==> src/rtl/dma_bus_arbiter.sv <==
`default_nettype none
// ============================================================================
// dma_bus_arbiter : round-robin DMA bus arbiter behind the CPU dma_req/dma_ack
//                   bus-hold handshake, with hold limit and turnaround cycle.
// Revision 1.0
// ============================================================================
module dma_bus_arbiter #(
  parameter int NUM_REQ  = 4,
  parameter int MAX_HOLD = 256
) (
  input  logic                       clk,
  input  logic                       arst,
  input  logic [NUM_REQ-1:0]         req,
  output logic [NUM_REQ-1:0]         grant,
  output logic [$clog2(NUM_REQ)-1:0] owner_id,
  output logic                       busy,
  output logic                       dma_req,
  input  logic                       dma_ack,
  output logic                       timeout,
  output logic                       protocol_err
);

  localparam int IDW = $clog2(NUM_REQ);
  localparam int HW  = $clog2(MAX_HOLD);
  localparam int CW  = IDW + 1;

  localparam logic [HW-1:0]      HOLD_LAST = HW'(MAX_HOLD - 1);
  localparam logic [IDW-1:0]     RR_RST    = IDW'(NUM_REQ - 1);
  localparam logic [NUM_REQ-1:0] ONE_HOT0  = NUM_REQ'(1);
  localparam logic [CW-1:0]      NREQ_C    = CW'(NUM_REQ);

  typedef enum logic [2:0] {
    S_IDLE    = 3'd0,
    S_REQ_CPU = 3'd1,
    S_GRANT   = 3'd2,
    S_TURN    = 3'd3,
    S_RELEASE = 3'd4
  } state_t;

  state_t               state_q;
  logic [HW-1:0]        hold_q;
  logic [IDW-1:0]       rr_q;
  logic [IDW-1:0]       owner_q;
  logic [NUM_REQ-1:0]   grant_q;
  logic [IDW-1:0]       owner_id_q;
  logic                 busy_q;
  logic                 dma_req_q;
  logic                 timeout_q;
  logic                 perr_q;

  logic [IDW-1:0]       winner_d;
  logic                 found_d;
  logic [CW-1:0]        cand_d;
  logic                 req_any;

  assign req_any = |req;

  // Round-robin search starting just after the last winner, wrapping at NUM_REQ
  // (which need not be a power of two, hence the explicit modulo subtract).
  always_comb begin
    winner_d = rr_q;
    found_d  = 1'b0;
    cand_d   = '0;
    for (int i = 1; i <= NUM_REQ; i++) begin
      cand_d = {1'b0, rr_q} + CW'(i);
      if (cand_d >= NREQ_C) begin
        cand_d = cand_d - NREQ_C;
      end
      if (!found_d && req[cand_d[IDW-1:0]]) begin
        winner_d = cand_d[IDW-1:0];
        found_d  = 1'b1;
      end
    end
  end

  always_ff @(posedge clk) begin
    if (arst) begin
      state_q    <= S_IDLE;
      hold_q     <= '0;
      rr_q       <= RR_RST;
      owner_q    <= '0;
      grant_q    <= '0;
      owner_id_q <= '0;
      busy_q     <= 1'b0;
      dma_req_q  <= 1'b0;
      timeout_q  <= 1'b0;
      perr_q     <= 1'b0;
    end else begin
      // Outputs are a registered decode of the state being left this edge.
      timeout_q  <= 1'b0;
      perr_q     <= 1'b0;
      owner_id_q <= owner_q;
      grant_q    <= (state_q == S_GRANT) ? (ONE_HOT0 << owner_q) : '0;
      busy_q     <= (state_q == S_GRANT);
      dma_req_q  <= (state_q == S_REQ_CPU) || (state_q == S_GRANT) ||
                    (state_q == S_TURN);

      case (state_q)
        S_IDLE: begin
          if (req_any) begin
            state_q <= S_REQ_CPU;
          end
        end

        S_REQ_CPU: begin
          if (dma_ack) begin
            if (req_any) begin
              state_q <= S_GRANT;
              owner_q <= winner_d;
              rr_q    <= winner_d;
              hold_q  <= '0;
            end else begin
              state_q <= S_RELEASE;
            end
          end
        end

        S_GRANT: begin
          if (hold_q != HOLD_LAST) begin
            hold_q <= hold_q + 1'b1;
          end
          // Losing the CPU ack drops the bus at once, with no turnaround.
          if (!dma_ack) begin
            grant_q   <= '0;
            busy_q    <= 1'b0;
            dma_req_q <= 1'b0;
            perr_q    <= 1'b1;
            state_q   <= S_RELEASE;
          end else if (!req[owner_q]) begin
            state_q <= S_TURN;
          end else if (hold_q == HOLD_LAST) begin
            timeout_q <= 1'b1;
            state_q   <= S_TURN;
          end
        end

        S_TURN: begin
          hold_q <= '0;
          if (dma_ack && req_any) begin
            state_q <= S_GRANT;
            owner_q <= winner_d;
            rr_q    <= winner_d;
          end else begin
            state_q <= S_RELEASE;
          end
        end

        S_RELEASE: begin
          if (!dma_ack) begin
            state_q <= S_IDLE;
          end
        end

        default: begin
          state_q <= S_IDLE;
        end
      endcase
    end
  end

  assign grant        = grant_q;
  assign owner_id     = owner_id_q;
  assign busy         = busy_q;
  assign dma_req      = dma_req_q;
  assign timeout      = timeout_q;
  assign protocol_err = perr_q;

endmodule
`default_nettype wire

==> config.mk <==
export PLATFORM = sky130hd
export DESIGN_NAME = dma_bus_arbiter
export DESIGN_NICKNAME = d
export VERILOG_FILES = /design/src/rtl/dma_bus_arbiter.sv
export SDC_FILE = /design/constraint.sdc
export NUM_CORES = 1
export LEC_CHECK = 0
export ABC_AREA = 1
export CAP_MARGIN = 0
export CORE_AREA = 2 2 53 55
export CTS_CLUSTER_DIAMETER = 100
export DETAILED_ROUTE_END_ITERATION = 8
export DIE_AREA = 0 0 55 57
export PLACE_DENSITY = 0.88
export SETUP_SLACK_MARGIN = 0.4
export SYNTH_ARGS = -nofsm -noshare
export SYNTH_HDL_FRONTEND = slang
export SYNTH_SLANG_ARGS = --single-unit
export TNS_END_PERCENT = 30
==> constraint.sdc <==
create_clock -name clk -period 2.68 [get_ports clk]
set_input_delay 0.268 -clock clk [delete_from_list [all_inputs] [get_ports clk]]
set_output_delay 0.268 -clock clk [all_outputs]
set_load 0.02 [all_outputs]
==> results of run 1 <==
[worst min path at each step]
stage,start,to,depth (start not counted)
2_1_floorplan,owner_q[1]$_SDFFE_PP0P_,grant[0]$_SDFF_PP0_,1
3_3_place_gp,owner_q[1]$_SDFFE_PP0P_,grant[0]$_SDFF_PP0_,1
3_5_place_dp,owner_q[1]$_SDFFE_PP0P_,grant[0]$_SDFF_PP0_,1
4_1_cts,owner_q[1]$_SDFFE_PP0P_,grant[0]$_SDFF_PP0_,1
5_1_grt,owner_q[1]$_SDFFE_PP0P_,grant[0]$_SDFF_PP0_,1
6_report,owner_q[1]$_SDFFE_PP0P_,grant[0]$_SDFF_PP0_,1
[critical path, delay by kind of cell (launching register included)]
kind | cells | cell delay (ns)
DFF | 1 | 0.38
AOI/OAI and AO/OA | 2 | 0.26
buffers and inverters | 1 | 0.08
adders and majority gates | 1 | 0.25
and+or+nand+nor | 4 | 0.50
[sequential cells by signal, summed over array words and instances (netlist names)]
name and cells:
protocol_err 1, rr_q 2, owner_id 2, grant 4, owner_q 2, dma_req 1, state_q 3, hold_q 8
timeout 1, busy 1
[final cells by class]
cell class	instances	share of cell area (%)
multi-input cells	153	48.1
clock inverters	1	0.475
inverters	22	5.71
well taps	31	2.46
clock buffers	3	1.43
flip-flops and latches	25	31.7
repair buffers	16	10.1
[per-stage QoR]
step / total power [mW] / util [%]
global route: 1.26 / 60.4
global placement: 0.994 / 59.2
finish: 1.17 / 60.4
floorplan: 0.892 / -
detailed placement: 1.00 / 59.2
CTS: 1.18 / 60.4
[cell families (layout without fill, tap and decap cells)]
group / Yosys count / count (layout) / synth area share, %
flip-flops: 25 / 25 / 36.6
adder cells (fa/ha/maj): 1 / 1 / 0.914
XOR/XNOR: 5 / 5 / 3.20
AO/OA/AOI/OAI: 22 / 22 / 9.32
AND/OR/NAND/NOR: 125 / 125 / 42.0
buffers and inverters: 25 / 42 / 7.95
[cell usage after synthesis, types with 2 or more instances]
library cell / instances / area share [%]
nand4_1: 2 / 0.91
o21ai_0: 3 / 1.1
nor2_4: 4 / 3.3
nand3_1: 19 / 6.9
xnor2_1: 2 / 1.3
inv_4: 3 / 1.4
xor2_1: 3 / 1.9
a21oi_1: 16 / 5.9
clkbuf_1: 2 / 0.55
nor3_1: 4 / 1.5
nor2_1: 17 / 4.7
and3_1: 2 / 0.91
inv_1: 14 / 3.8
nand2_1: 71 / 19
dfxtp_1: 25 / 37
inv_2: 5 / 1.4
[where the power goes]
group	internal (mW)	switching [mW]	leakage (nW)	total [mW]
Clock	0.0573	0.118	0.0139	0.176
Sequential	0.422	0.0565	0.203	0.478
Combinational	0.183	0.336	0.464	0.520
Total	0.662	0.511	0.680	1.17
[metal layers]
layer / vias up / GRT usage, % / part of all wire, %
met5: - / 0 / 0
met4: 0 / 8.01 / 1.8
met3: 5 / 3.66 / 5.4
met2: 26 / 29.4 / 46
met1: 573 / 24.5 / 47
li1: 684 / - / -
==> flow_summary.json, run 1 <==
{
  "timing.final.setup_violations": 0,
  "final.fill_count": 250,
  "power.leakage_nw": 0.680,
  "fp.dieH_um": 57,
  "post-place-cells": 247,
  "port_buffers": 16,
  "tritoncts": "yes",
  "die_x_um": 55,
  "worst_setup_path_start_kind": "flop",
  "timing.critical_path.arrival_ns": 1.80,
  "critPathRequiredTime_ns": 2.88,
  "synthesis.yosys.warnings": 0,
  "cts_buffer_depth": 2,
  "finalHoldWorstSlack_ns": 0.458,
  "reg2reg_to": "hold_q[3]$_SDFFE_PP0P_",
  "dp_hpwl_mm": 2.01,
  "critical_path.startpoint": "hold_q[0]$_SDFFE_PP0P_",
  "ys_ff_latch": 25,
  "overflow": 0,
  "timing.reg2reg.setup_slack_ns": 1.08,
  "synth.net_count": 211,
  "syn-instance-count": 203,
  "cp_class": "flop to flop",
  "grt.total_usage_pct": 18.7,
  "synth-edff-count": 0,
  "cts-hold-fix-buffers": 0,
  "fraction_of_the_yosys_area_taken_by_sequential_cells_pct": 36.6,
  "final.period_utilization_pct": 59.5,
  "layout.area.seq_um2": 500,
  "fp.coreArea_mm2": 0.00262,
  "ant_nets": 0,
  "grt_pass1_wl_mm": 4.39,
  "timing.final.max_slew_violations": 0,
  "max_freq_mhz": 627,
  "detailedPlace.worstSlack_ns": 0.892,
  "post_synth_num_cell_types": 27,
  "grt_setup_unrepaired": "false",
  "final_design_area_no_fill_mm2": 0.00158,
  "final_cell_mix": "nand2_1, dfxtp_1, nand3_1, nor2_1",
  "multi_input_area_um2": 759,
  "vias": 1288,
  "synth_area_per_cell_um2": 6.74,
  "cts.repair.resized": 0,
  "worstSkewPairLatency_ns": 0.33,
  "finalClockSkew_ns": 0.000790,
  "detail_route.vias_per_cell": 5.13,
  "number_of_cell_rows": 19,
  "crit_path_cell_trace": "ha_1 -> and3_1 -> nand2_1 -> nor2_4 -> a21oi_4 -> inv_4 -> nand2_1 -> a21oi_1",
  "hold_path.class": "flop to flop",
  "insertedDiodeCount": 0,
  "endpoint": "hold_q[3]$_SDFFE_PP0P_",
  "cp_max_fo": 8,
  "gp_congestion": 0.857,
  "yosys_most_used_dff": "dfxtp_1",
  "dr.first_iter.drc_count": 44,
  "finalSetupTns_ns": 0,
  "endpoint_kind": "flop",
  "synthArstFlopShare_pct": 0,
  "grt_antenna_before_repair": 0,
  "detailed_place.area_mm2": 0.00155,
  "totalWireLength_mm": 2.66,
  "final-instance-count-excl-fill": 251,
  "r2r_start": "hold_q[0]$_SDFFE_PP0P_",
  "timing.slew.headroom_pct": 49.3,
  "final_nets": 229,
  "cts.root.buffer_cell": "clkbuf_4",
  "tritoncts_num_sinks": 25,
  "status": "complete, no violations",
  "path_clk_slew_ns": 0.14,
  "area_growth_pct": 15.4,
  "max_slew.worst_pin.slew_ns": 0.758,
  "cts-buffers-inserted": 3,
  "drt_pre_antenna_iters": 4,
  "cts_max_level": 1,
  "critPathMaxStageDelay_ns": 0.38,
  "first_global_vias": 1092,
  "worst_vdd_drop_mv": 0.734,
  "crit_top_cell": "nand2_1",
  "worst_path_max_delay_cell": "dfxtp_1",
  "drv.max_cap_violation_count": 0,
  "initial_core_util_pct": 52.3,
  "avgRoutedWirePerCell_um": 10.6,
  "ios": 17,
  "drcViolationCount": 0,
  "layout_min_cycle_time_ns": 1.60,
  "setup_slack_ns": 1.08,
  "final_layout_size_suffix_gt1_share_pct": 10.9,
  "largest_net_degree_at_the_start_of_global_routing": 20,
  "syn_area_mm2": 0.00137,
  "most_common_cell_after_layout_fill_and_taps_aside": "nand2_1",
  "die_area_mm2": 0.00314,
  "rr_worst_depth": 8,
  "power_density_mw_per_mm2": 743,
  "cts_setup_buffers": 0,
  "hold_violations": 0
}
(Power assumes the default switching activity.)
==> inputs of run 2 (changes only) <==
--- a/config.mk
+++ b/config.mk
@@ -7,11 +7,11 @@
 export LEC_CHECK = 0
 export ABC_AREA = 1
 export CAP_MARGIN = 0
-export CORE_AREA = 2 2 53 55
+export CORE_AREA = 2 2 54 56
 export CTS_CLUSTER_DIAMETER = 100
 export DETAILED_ROUTE_END_ITERATION = 8
-export DIE_AREA = 0 0 55 57
-export PLACE_DENSITY = 0.88
+export DIE_AREA = 0 0 56 58
+export PLACE_DENSITY = 0.86
 export SETUP_SLACK_MARGIN = 0.4
 export SYNTH_ARGS = -nofsm -noshare
 export SYNTH_HDL_FRONTEND = slang
==> constraint.sdc (replaced) <==
create_clock -name clk -period 1.6 [get_ports clk]
set_input_delay 0.16 -clock clk [delete_from_list [all_inputs] [get_ports clk]]
set_output_delay 0.16 -clock clk [all_outputs]
set_load 0.02 [all_outputs]
==> flow_summary.json, run 2 (synthesis gave the netlist of run 1 again) <==
{
  "final_nets": 237,
  "final_cell_mix": "nand2_1, dfxtp_1, nand3_1, a21oi_1, nor2_1",
  "dp_hpwl_mm": 2.17,
  "critical-path-top-delay-family": "buffers and inverters",
  "layout_min_cycle_time_ns": 1.40,
  "vias": 1357,
  "grt_setup_unrepaired": "true",
  "hold_violations": 0,
  "status": "complete, no violations",
  "internal_power_mw": 1.23,
  "max_freq_mhz": 717,
  "cp_class": "flop to output port",
  "largest_net_degree_at_the_start_of_global_routing": 20,
  "timing.final.max_slew_violations": 0,
  "worst_path_max_delay_cell": "clkdlybuf4s50_1",
  "die_x_um": 56,
  "cts.root.buffer_cell": "clkbuf_4",
  "cts_max_level": 1,
  "crit_path_cell_trace": "clkdlybuf4s50_1",
  "dr.first_iter.drc_count": 48,
  "critPathMaxStageDelay_ns": 0.59,
  "final_layout_size_suffix_gt1_share_pct": 25.4,
  "critPathRequiredTime_ns": 1.44,
  "avgRoutedWirePerCell_um": 11.8,
  "drv.max_cap_violation_count": 0,
  "p_switching_uw": 938,
  "fp.coreArea_mm2": 0.00266,
  "timing.final.setup_violations": 0,
  "final.period_utilization_pct": 87.2,
  "most_common_cell_after_layout_fill_and_taps_aside": "nand2_1",
  "insertedDiodeCount": 0,
  "cp.buffers_inverters": 1,
  "gp_congestion": 0.845,
  "max_flop_register": "hold_q",
  "r2r_start": "hold_q[0]$_SDFFE_PP0P_",
  "finalHoldWorstSlack_ns": 0.475,
  "area_growth_pct": 26.0,
  "path_clk_slew_ns": 0.12,
  "critical_path.startpoint": "owner_id[1]$_SDFF_PP0_",
  "cts-hold-fix-buffers": 0,
  "timing.critical_path.arrival_ns": 1.24,
  "comb_power_share_pct": 49.8,
  "number_of_cell_rows": 19,
  "worst_setup_path_start_kind": "flop",
  "worst_vdd_drop_mv": 1.03,
  "ios": 17,
  "initial_core_util_pct": 51.4,
  "grt_pass1_wl_mm": 5.04,
  "overflow": 0,
  "totalWireLength_mm": 3.06,
  "drt_pre_antenna_iters": 4,
  "timing.slew.headroom_pct": 77.6,
  "cts-buffers-inserted": 3,
  "drcViolationCount": 0,
  "top_signal_layer_used": "met4",
  "power.leakage_nw": 0.769,
  "finalClockSkew_ns": 0.00192,
  "routed-wl-met3_um": 136,
  "proportion_of_power_drawn_by_the_clock_network_pct": 12.7,
  "detail_route.vias_per_cell": 5.24,
  "grt_antenna_before_repair": 0,
  "seq_power_share_pct": 37.5,
  "die_area_mm2": 0.00325,
  "grt.total_usage_pct": 19.5,
  "ant_nets": 0,
  "tritoncts_num_sinks": 25,
  "power_density_mw_per_mm2": 1260,
  "endpoint_kind": "output port",
  "m1WireLength_mm": 1.33,
  "fp.dieH_um": 58,
  "final.fill_count": 235,
  "largest_register_ffs": 8,
  "tritoncts": "yes",
  "max_slew.worst_pin.slew_ns": 0.335,
  "cts_buffer_depth": 2,
  "port_buffers": 16,
  "first_global_vias": 1269,
  "power.share.switching_pct": 43.3,
  "post-place-cells": 251,
  "timing.hold.worst.start": "owner_q[1]$_SDFFE_PP0P_",
  "cp_max_fo": 1,
  "routed-wl-met2_mm": 1.53,
  "worstSkewPairLatency_ns": 0.32,
  "final-instance-count-excl-fill": 259,
  "hold_path.class": "flop to flop"
}
## run 2: cell count changes in the layout (fill, tap and decap cells not counted), moves of 2 or more
cell	previous run	this run
buf_4	0	6
dfxtp_4	0	3
nand2_1	71	59
dlygate4sd2_1	0	6
nand3_2	0	3
dfxtp_2	0	4
dfxtp_1	25	18
buf_6	0	2
nor2_2	1	3
nor2_1	17	15
nand3_1	19	16
clkdlybuf4s50_1	16	10
nand2_2	1	12
## run 2: routing by layer
layer / GRT usage [%] / vias to the layer above
li1: - / 703
met1: 21.8 / 615
met2: 35.1 / 31
met3: 4.46 / 8
met4: 9.18 / 0
met5: 0 / -
## run 2: what timing repair did
action	CTS	global route
gates resized for setup	26	8
endpoints found under the setup margin	29	25
pin swaps	9	3
endpoints found under the hold margin	0	0
setup buffers	1	3
## run 2: path summary, 6_finish.rpt
kind,endpoint,slack (ns),cells after the start
hold reg to reg,grant[0]$_SDFF_PP0_,0.48,1
setup reg to reg,hold_q[7]$_SDFFE_PP0P_,0.21,8
hold / removal,grant[0]$_SDFF_PP0_,0.48,1
setup / recovery,owner_id[1],0.20,1
## run 2: through the flow
stage	util [%]	setup TNS (ns)	total power [mW]	cell area (um^2)	setup WS (ns)
after global placement	60.3	0	1.71	1610	0.0189
after detailed placement	60.3	-0.264	1.73	1610	-0.0411
after floorplan	-	0	1.50	1400	0.337
final	64.8	0	2.17	1720	0.204
after global routing	64.8	0	2.33	1720	0.141
after CTS	63.5	0	2.09	1690	0.190
## run 2: layout make-up
cell class              count  area (um^2)  share of cell area, %
multi-input cells         153          832                   48.3
well taps                  31         38.8                   2.25
flip-flops and latches     25          517                   30.0
repair buffers             24          220                   12.8
inverters                  22         90.1                   5.22
clock buffers               4         26.3                   1.52
## run 2: power by group through the flow
| stage | Combinational (mW) | Clock, mW | Sequential, mW |
|---|---|---|---|
| floorplan | 0.687 | 0 | 0.817 |
| global placement | 0.898 | 0 | 0.808 |
| detailed placement | 0.925 | 0 | 0.808 |
| CTS | 1.00 | 0.284 | 0.804 |
| global route | 1.19 | 0.305 | 0.827 |
| finish | 1.08 | 0.275 | 0.812 |
==> inputs of run 3 (changes only) <==
--- a/config.mk
+++ b/config.mk
@@ -7,11 +7,11 @@
 export LEC_CHECK = 0
 export ABC_AREA = 1
 export CAP_MARGIN = 0
-export CORE_AREA = 2 2 54 56
+export CORE_AREA = 2 2 92 50
 export CTS_CLUSTER_DIAMETER = 100
 export DETAILED_ROUTE_END_ITERATION = 8
-export DIE_AREA = 0 0 56 58
-export PLACE_DENSITY = 0.86
+export DIE_AREA = 0 0 94 52
+export PLACE_DENSITY = 0.64
 export SETUP_SLACK_MARGIN = 0.4
 export SYNTH_ARGS = -nofsm -noshare
 export SYNTH_HDL_FRONTEND = slang
==> flow_summary.json, run 3 (synthesis gave the netlist of run 1 again) <==
{
  "status": "complete, no violations",
  "critical_path_depth": 8,
  "max_slew.worst_pin.slew_ns": 0.550,
  "port_buffers": 16,
  "r2r_start": "hold_q[1]$_SDFFE_PP0P_",
  "fp.coreArea_mm2": 0.00415,
  "timing.final.max_slew_violations": 0,
  "die_x_um": 94,
  "ant_nets": 0,
  "final_cell_mix": "nand2_1, dfxtp_1, nand3_1, clkdlybuf4s50_1",
  "initial_core_util_pct": 33.0,
  "hold_violations": 0,
  "power.leakage_nw": 0.860,
  "endpoint_kind": "flop",
  "ios": 17,
  "most_common_cell_after_layout_fill_and_taps_aside": "nand2_1",
  "worst_hold_path.num_cells": 1,
  "worst_setup_path_start_kind": "flop",
  "grt_pass1_wl_mm": 5.63,
  "max_freq_mhz": 722,
  "layout_min_cycle_time_ns": 1.38,
  "worstSkewPairLatency_ns": 0.27,
  "drcViolationCount": 0,
  "fp.dieH_um": 52,
  "cp_class": "flop to flop",
  "insertedDiodeCount": 0,
  "max_flop_register": "hold_q",
  "final.period_utilization_pct": 86.5,
  "vias": 1403,
  "critical-path-top-delay-family": "simple AND/OR/NAND/NOR gates",
  "cp_max_fo": 8,
  "tritoncts": "yes",
  "worst_vdd_drop_mv": 0.468,
  "detail_route.vias_per_cell": 4.79,
  "cts-buffers-inserted": 3,
  "final.fill_count": 394,
  "multi_input_area_um2": 960,
  "timing.final.setup_violations": 0,
  "path_clk_slew_ns": 0.09,
  "dp_hpwl_mm": 2.44,
  "timing.hold.worst.start": "owner_q[1]$_SDFFE_PP0P_",
  "drv.max_cap_violation_count": 0,
  "cts.root.buffer_cell": "clkbuf_8",
  "grt.total_usage_pct": 14.9,
  "layout.area.seq_um2": 517,
  "critPathMaxStageDelay_ns": 0.36,
  "overflow": 0,
  "power_density_mw_per_mm2": 1270,
  "die_area_mm2": 0.00489,
  "finalClockSkew_ns": 0.00659,
  "first_global_vias": 1198,
  "tritoncts_num_sinks": 25,
  "hold_end": "grant[0]$_SDFF_PP0_",
  "grt_antenna_before_repair": 0,
  "cts-hold-fix-buffers": 0,
  "grt_setup_unrepaired": "true",
  "avgRoutedWirePerCell_um": 12.8,
  "setup_slack_ns": 0.216,
  "rr_worst_depth": 8,
  "largest_register_ffs": 8,
  "number_of_cell_rows": 17,
  "area_growth_pct": 45.2,
  "worst_path_max_delay_cell": "dfxtp_4",
  "critPathRequiredTime_ns": 1.76,
  "final_layout_size_suffix_gt1_share_pct": 35.2,
  "drt_pre_antenna_iters": 5,
  "cts_buffer_depth": 2,
  "largest_net_degree_at_the_start_of_global_routing": 16,
  "crit_path_cell_trace": "ha_4 -> and3_4 -> nand2_4 -> nor2_4 -> a21oi_4 -> inv_4 -> nor2_2 -> nor2_1",
  "timing.reg2reg.setup_slack_ns": 0.22,
  "dr.first_iter.drc_count": 97,
  "gp_congestion": 0.879,
  "reg2reg_to": "hold_q[0]$_SDFFE_PP0P_",
  "timing.slew.headroom_pct": 63.2,
  "cp.buffers_inverters": 1,
  "finalHoldWorstSlack_ns": 0.504,
  "final_nets": 245,
  "timing.critical_path.arrival_ns": 1.55,
  "totalWireLength_mm": 3.75,
  "cts_max_level": 1,
  "hold_path.class": "flop to flop",
  "detailedPlace.worstSlack_ns": -0.0281
}
[run 3: what timing repair did]
| item | in CTS | in global routing |
|---|---|---|
| buffers inserted | 5 | 4 |
| resized for setup | 23 | 40 |
| setup endpoints to repair | 28 | 30 |
| gates cloned | 0 | 0 |
| pin swaps | 8 | 14 |
[run 3: how the worst max path moves through the flow]
stage / from / end / slack (ns)
finish: hold_q[1]$_SDFFE_PP0P_ / hold_q[0]$_SDFFE_PP0P_ / 0.22
global route: rr_q[1]$_SDFFE_PP1P_ / owner_q[0]$_SDFFE_PP0P_ / 0.14
CTS: owner_id[1]$_SDFF_PP0_ / owner_id[1] / 0.23
detailed placement: req[3] / hold_q[0]$_SDFFE_PP0P_ / -0.03
global placement: req[3] / hold_q[1]$_SDFFE_PP0P_ / 0.01
floorplan: hold_q[0]$_SDFFE_PP0P_ / hold_q[1]$_SDFFE_PP0P_ / 0.34
[run 3: per-layer routing]
| layer | track usage [%] | vias to the layer above | share of wire (%) | routed length (um) |
|---|---|---|---|---|
| met5 | 0 | - | 0 | 0 |
| met2 | 19.4 | 46 | 42 | 1580 |
| li1 | - | 714 | - | - |
| met4 | 2.66 | 0 | 0.67 | 25 |
| met1 | 23.4 | 639 | 50 | 1870 |
| met3 | 4.64 | 4 | 7.5 | 282 |
[run 3: cell type report]
cell class,count,area share [%]
repair buffers,32,14.6
multi-input cells,153,48.3
flip-flops and latches,25,26.0
well taps,57,3.59
clock inverters,1,0.378
clock buffers,3,2.08
inverters,22,5.04
[run 3: power breakdown]
| group | internal (mW) | switching (mW) |
|---|---|---|
| Combinational | 0.487 | 0.814 |
| Clock | 0.177 | 0.211 |
| Sequential | 0.719 | 0.112 |
[run 3: through the flow]
stage	cells	cell area [um^2]	power [mW]	util, %	setup TNS [ns]
finish	293	1990	2.52	47.9	0
floorplan	203	1400	1.50	-	0
global route	293	1990	2.67	47.9	0
global placement	280	1660	1.74	40.1	0
detailed placement	280	1660	1.74	40.1	-0.0281
CTS	289	1810	2.24	43.6	0
